## src/rtl/vga_pkg.sv

```systemverilog
// Shared geometry, control codes and state types for the vga text console.
package vga_pkg;

  localparam int VGA_COLS  = 80;
  localparam int VGA_ROWS  = 24;
  localparam int VGA_CELLS = VGA_COLS * VGA_ROWS;
  localparam int VGA_POS_W = 11;

  localparam logic [7:0] CH_BS = 8'h08;
  localparam logic [7:0] CH_LF = 8'h0A;
  localparam logic [7:0] CH_FF = 8'h0C;
  localparam logic [7:0] CH_CR = 8'h0D;

  localparam logic [7:0] GLYPH_BLANK = 8'h00;

  typedef enum logic [0:0] {
    ST_IDLE  = 1'b0,
    ST_CLEAR = 1'b1
  } vga_state_e;

  typedef enum logic [2:0] {
    CUR_HOLD    = 3'd0,
    CUR_ADVANCE = 3'd1,
    CUR_NEWLINE = 3'd2,
    CUR_CR      = 3'd3,
    CUR_BS      = 3'd4,
    CUR_HOME    = 3'd5
  } cur_op_e;

endpackage

```

## src/rtl/vga_cursor.sv

```systemverilog
// Console cursor: row/col kept separately, one operation per cycle,
// registered linear position plus the combinational next position.
module vga_cursor
  import vga_pkg::*;
#(
  parameter int COLS = VGA_COLS,
  parameter int ROWS = VGA_ROWS
) (
  input  logic                 clk_i,
  input  logic                 rst_ni,
  input  cur_op_e              op_i,
  output logic [VGA_POS_W-1:0] pos_o,
  output logic [VGA_POS_W-1:0] pos_next_o
);

  localparam int ROW_W = $clog2(ROWS);
  localparam int COL_W = $clog2(COLS);
  localparam logic [ROW_W-1:0] LAST_ROW = ROW_W'(ROWS - 1);
  localparam logic [COL_W-1:0] LAST_COL = COL_W'(COLS - 1);

  logic [ROW_W-1:0]     row_q, row_d, row_inc;
  logic [COL_W-1:0]     col_q, col_d;
  logic [VGA_POS_W-1:0] pos_q, row_ext, col_ext;

  assign row_inc = (row_q == LAST_ROW) ? '0 : row_q + 1'b1;

  always_comb begin
    row_d = row_q;
    col_d = col_q;
    case (op_i)
      CUR_ADVANCE: begin
        if (col_q == LAST_COL) begin
          col_d = '0;
          row_d = row_inc;
        end else begin
          col_d = col_q + 1'b1;
        end
      end
      CUR_NEWLINE: row_d = row_inc;
      CUR_CR:      col_d = '0;
      CUR_BS: begin
        // Backspace at the home cell stays put rather than wrapping.
        if (col_q != '0) begin
          col_d = col_q - 1'b1;
        end else if (row_q != '0) begin
          row_d = row_q - 1'b1;
          col_d = LAST_COL;
        end
      end
      CUR_HOME: begin
        row_d = '0;
        col_d = '0;
      end
      default: ;
    endcase
  end

  assign row_ext = VGA_POS_W'(row_d);
  assign col_ext = VGA_POS_W'(col_d);

  generate
    if (COLS == 80) begin : g_shift_add
      assign pos_next_o = (row_ext << 6) + (row_ext << 4) + col_ext;
    end else begin : g_generic
      assign pos_next_o = VGA_POS_W'(row_ext * VGA_POS_W'(COLS)) + col_ext;
    end
  endgenerate

  always_ff @(posedge clk_i or negedge rst_ni) begin
    if (!rst_ni) begin
      row_q <= '0;
      col_q <= '0;
      pos_q <= '0;
    end else begin
      row_q <= row_d;
      col_q <= col_d;
      pos_q <= pos_next_o;
    end
  end

  assign pos_o = pos_q;

endmodule

```

## src/rtl/vga_text_ctrl.sv

```systemverilog
// Text console front end: byte handshake, control-code decode and clear sweep
// for the vga write port. VGA_TEXT_CLEAR_ON_RESET_EN blanks the screen on reset exit.
module vga_text_ctrl
  import vga_pkg::*;
#(
  parameter int         COLS  = VGA_COLS,
  parameter int         ROWS  = VGA_ROWS,
  parameter logic [7:0] BLANK = GLYPH_BLANK
) (
  input  logic                 CLK,
  input  logic                 RST_N,
  input  logic [7:0]           in_data,
  input  logic                 in_valid,
  output logic                 in_ready,
  output logic [7:0]           write_char,
  output logic [VGA_POS_W-1:0] write_char_pos,
  output logic                 write_char_strobe,
  output logic [VGA_POS_W-1:0] cursor_pos,
  output logic                 busy
);

  // One spare bit so the counter can reach COLS*ROWS itself (end-of-sweep marker).
  localparam int                 SWEEP_W = VGA_POS_W + 1;
  localparam logic [SWEEP_W-1:0] CELLS   = SWEEP_W'(COLS * ROWS);

`ifdef VGA_TEXT_CLEAR_ON_RESET_EN
  localparam vga_state_e RST_STATE = ST_CLEAR;
  localparam logic       RST_BUSY  = 1'b1;
`else
  localparam vga_state_e RST_STATE = ST_IDLE;
  localparam logic       RST_BUSY  = 1'b0;
`endif

  vga_state_e           state_q, state_d;
  logic [SWEEP_W-1:0]   sweep_q, sweep_d;
  logic                 ready_q, ready_d;
  logic                 busy_q, busy_d;
  logic                 strobe_q, strobe_d;
  logic [7:0]           char_q, char_d;
  logic [VGA_POS_W-1:0] wpos_q, wpos_d;
  logic                 accept;
  cur_op_e              cur_op;
  logic [VGA_POS_W-1:0] cur_pos, cur_pos_next;

  vga_cursor #(
    .COLS (COLS),
    .ROWS (ROWS)
  ) u_cursor (
    .clk_i      (CLK),
    .rst_ni     (RST_N),
    .op_i       (cur_op),
    .pos_o      (cur_pos),
    .pos_next_o (cur_pos_next)
  );

  assign accept = in_valid && ready_q;

  always_comb begin
    state_d  = state_q;
    sweep_d  = sweep_q;
    busy_d   = busy_q;
    strobe_d = 1'b0;
    char_d   = char_q;
    wpos_d   = wpos_q;
    cur_op   = CUR_HOLD;
    case (state_q)
      ST_IDLE: begin
        if (accept) begin
          case (in_data)
            CH_CR: cur_op = CUR_CR;
            CH_LF: cur_op = CUR_NEWLINE;
            CH_BS: begin
              cur_op   = CUR_BS;
              strobe_d = 1'b1;
              char_d   = BLANK;
              wpos_d   = cur_pos_next;
            end
            CH_FF: begin
              // Cell 0 is written on the accept edge itself so the sweep
              // strobes start the very next cycle.
              state_d  = ST_CLEAR;
              busy_d   = 1'b1;
              strobe_d = 1'b1;
              char_d   = BLANK;
              wpos_d   = '0;
              sweep_d  = SWEEP_W'(1);
            end
            default: begin
              cur_op   = CUR_ADVANCE;
              strobe_d = 1'b1;
              char_d   = in_data;
              wpos_d   = cur_pos;
            end
          endcase
        end
      end
      ST_CLEAR: begin
        if (sweep_q == CELLS) begin
          state_d = ST_IDLE;
          busy_d  = 1'b0;
          cur_op  = CUR_HOME;
        end else begin
          strobe_d = 1'b1;
          char_d   = BLANK;
          wpos_d   = sweep_q[VGA_POS_W-1:0];
          sweep_d  = sweep_q + 1'b1;
        end
      end
      default: state_d = ST_IDLE;
    endcase
  end

  assign ready_d = (state_d == ST_IDLE);

  always_ff @(posedge CLK or negedge RST_N) begin
    if (!RST_N) begin
      state_q  <= RST_STATE;
      sweep_q  <= '0;
      ready_q  <= 1'b0;
      busy_q   <= RST_BUSY;
      strobe_q <= 1'b0;
      char_q   <= BLANK;
      wpos_q   <= '0;
    end else begin
      state_q  <= state_d;
      sweep_q  <= sweep_d;
      ready_q  <= ready_d;
      busy_q   <= busy_d;
      strobe_q <= strobe_d;
      char_q   <= char_d;
      wpos_q   <= wpos_d;
    end
  end

  assign in_ready          = ready_q;
  assign busy              = busy_q;
  assign write_char        = char_q;
  assign write_char_pos    = wpos_q;
  assign write_char_strobe = strobe_q;
  assign cursor_pos        = cur_pos;

endmodule
```

## config.mk

```make
export PLATFORM = sky130hd
export DESIGN_NAME = vga_text_ctrl
export DESIGN_NICKNAME = d
export VERILOG_FILES = /design/src/rtl/vga_pkg.sv /design/src/rtl/vga_cursor.sv /design/src/rtl/vga_text_ctrl.sv
export SDC_FILE = /design/constraint.sdc
export NUM_CORES = 1
export LEC_CHECK = 0
export CORE_ASPECT_RATIO = 1.75
export CORE_UTILIZATION = 60
export DETAILED_ROUTE_END_ITERATION = 16
export PLACE_DENSITY = 0.87
export SETUP_SLACK_MARGIN = 0.3
export SYNTH_ARGS = -nofsm -noshare
export SYNTH_HDL_FRONTEND = slang
export SYNTH_HIERARCHICAL = 1
export SYNTH_SLANG_ARGS = --single-unit
```

## constraint.sdc

```tcl
create_clock -name CLK -period 9.03 [get_ports CLK]
set_input_delay 1.3545 -clock CLK [delete_from_list [all_inputs] [get_ports CLK]]
set_output_delay 1.3545 -clock CLK [all_outputs]
set_load 0.02 [all_outputs]
```

==> results.cfg <==
[worst_setup_path]
critPathKind = in2reg
critPathRequiredTime_ps = 9240
crit_path_max_fanout = 20
crit_path_start_kind = input port
cp_slowest_stage_delay_ps = 900
cp-end-kind = register
crit_chain = clkdlybuf4s50_1 -> nor4_4 -> o2111a_1 -> nand2b_1 -> a21boi_0 -> a21oi_1 -> a21o_1 -> fa_1 -> inv_1 -> ha_1 -> a21o_1 -> a21oi_1 -> o21ai_0 -> xor2_1 -> and4_1 -> a221o_1 -> mux2_2
slowest_stage = nor4_4
arrival_ps = 6890

[logic_synthesis]
synthesis.area_um2 = 3724
synth_cell_types = 67
ys_top_cells_by_count = dfrtp_1, nand2_1, inv_1, nand3_1, nor2_1
synthCells = 388
async_flop_share_pct = 100.0
yosysMostFrequentCell = dfrtp_1
syn_nets = 417
ys_top_cells_by_area = dfrtp_1, ha_1, o211ai_1
ys_seq_area_share_pct = 36.29
synth_edf_count = 0
avgSynthCellArea_um2 = 9.597
ys_ff_latch = 54
synth_warnings = 6
synth_top_area_cell = dfrtp_1
synth.top_cell.area_share_pct = 36.29
synthFlopType = dfrtp_1

[pwr]
p_per_area_nw_per_um2 = 237.7
vdd_ir_drop_max_uv = 137.2
power_leakage_nw = 1.824

[floorplan]
die_y_um = 106.2
start_util_pct = 62.84
core_region_area_um2 = 5926
row_count = 37
pin_count = 44
design.die.area_um2 = 6538
fp.dieW_um = 61.55

[clocking]
clk_pin_slew_worst_paths_ps = 100
hold_buffers = 0
cts_buffers = 5
cts-htree-levels = 2
cts.sinks = 54
cts_tree = yes
insertion_delay_ps = 320
cts_root_buf = clkbuf_8
post_cts_buffers = 0
clock_path_buffers = 2
cts-resized-gates = 0

[grt]
grt-ovfl-total = 0
grtUsageTotal_pct = 30.35
grt_max_degree = 55
grt_antenna_before_repair = 0
grt_pass1_vias = 3096
grt_pass1_wl_um = 14900

[route]
routedWlPerCell_um = 18.92
wl_um = 9329
vias_per_cell = 6.521
drt_iter0_drc = 311
antenna_left = 0
drt_pre_antenna_iters = 5
drc = 0
via_count = 3215

[place]
placed_cell_area_um2 = 4090
port_buffers = 43
dpl.hpwl_um = 6955
gp_congestion = 0.8880

[run]
drv_cap = 0

[sta]
finalHoldViolCount = 0
finalSetupViolations = 0
max_slew_margin_pct = 31.33
grt_setup_unrepaired = false
fmax_mhz = 149.6
min_period_ps = 6684
slew_viol_final = 0
worst_slew_pin_slew_ps = 1022
fin_tns_setup_ps = 0
period_share_pct = 74.01
fin_skew_ps = 9.227

[layout]
ff_latch_area_um2 = 1351
syn2layout_area_growth_pct = 12.67
drive_gt1_share_pct = 10.36
nFillCells = 456
final_area_um2 = 4195
fin_nets = 443
insertedDiodeCount = 0
fin_util_pct = 70.80
multiInputGateArea_um2 = 2096

[outcome]
status = finished, final reports clean

[hold_path]
hp-class = reg2reg
-- layout make-up --
cell class              count  share of cell area [%]
clock inverters             1                  0.2088
repair buffers             46                   10.68
multi-input cells         281                   49.96
well taps                  78                   2.326
inverters                  26                   2.326
flip-flops and latches     54                   32.21
clock buffers               7                   2.296
-- metal layers --
layer	track usage, %	wire [um]	share of wire [%]	vias up
li1	-	-	-	1480
met1	36.17	3584	38	1595
met2	51.38	4986	53	113
met3	4.258	393	4.2	27
met4	14.29	364	3.9	0
met5	0	0	0	-
-- critical path, delay by kind of cell --
| kind | cells | cell delay (ps) |
|---|---|---|
| compound gates | 8 | 2340 |
| simple gates | 3 | 1370 |
| fa+ha+maj | 2 | 850 |
| buf+inv | 2 | 530 |
| mux | 1 | 260 |
| xor+xnor | 1 | 170 |
-- through the flow --
step                      hold slack (ps)  setup WS [ps]   power, W  cells
final                               489.1           2346  0.0009971    493
after global routing                527.0           1973   0.001060    493
after CTS                           492.0           2404  0.0009954    493
after detailed placement            469.1           2082  0.0008417    485
after global placement              458.5           2269  0.0008312    485
after floorplan                     529.8           3480  0.0007072    388
-- sequential cells by signal, indices dropped and copies added, names as in the netlist, 3 cells and up --
name / count
u_cursor/row_q: 5
write_char: 8
sweep_q: 12
u_cursor/pos_o: 11
write_char_pos: 11
u_cursor/col_q: 3
-- path summary, 6_finish.rpt --
path | startpoint | end | slack (ps) | cells past startpoint
worst max-delay path | in_data[5] | write_char_pos[10] | 2350 | 17
worst min-delay path | busy | busy | 490 | 1
worst max register to register | state_q | write_char_pos[9] | 3050 | 20
worst min register to register | busy | busy | 490 | 1
max in group asynchronous | RST_N | u_cursor/pos_o[1] | 7420 | 2
min in group asynchronous | RST_N | write_char_strobe | 1150 | 2
-- power by group --
group	leakage [nW]	internal, W	switching (W)
registers	0.667	0.000307	0.000103
logic	1.10	0.000200	0.000235
clock network	0.0544	0.0000704	0.0000816
total	1.82	0.000577	0.000420
-- placed cells by master, fill, tap and decap left out, types with 2 or more instances in the layout --
cell type         n
dfrtp_1          54
clkdlybuf4s50_1  42
nand2_1          30
inv_1            26
nand3_1          21
nor2_1           21
a21oi_1          17
o211ai_1         17
o21ai_0          16
ha_1             16
and4_1           11
a221o_1          10
mux2_2           10
nand4_1           8
and3_1            7
nor3_1            7
xor2_1            7
xnor2_1           7
clkbuf_8          7
a21o_1            5
nor3b_1           4
and2_1            4
a31oi_1           3
mux2i_1           3
or3_1             3
buf_4             3
nand2b_1          3
nor2b_1           3
o21a_1            3
nor4_4            2
o2111a_1          2
nor4b_1           2
nor4_1            2
a21oi_2           2
a21boi_0          2
o22ai_1           2
fa_1              2
-- logic make-up after synthesis --
family                   share of synthesized area, %
AO/OA/AOI/OAI                                   20.77
buffers and inverters                           7.426
multiplexers                                    4.234
AND/OR/NAND/NOR                                 21.54
adder cells (fa/ha/maj)                         6.452
XOR/XNOR                                        3.293
flip-flops                                      36.29
No activity file was read; power rests on OpenSTA's default activity.
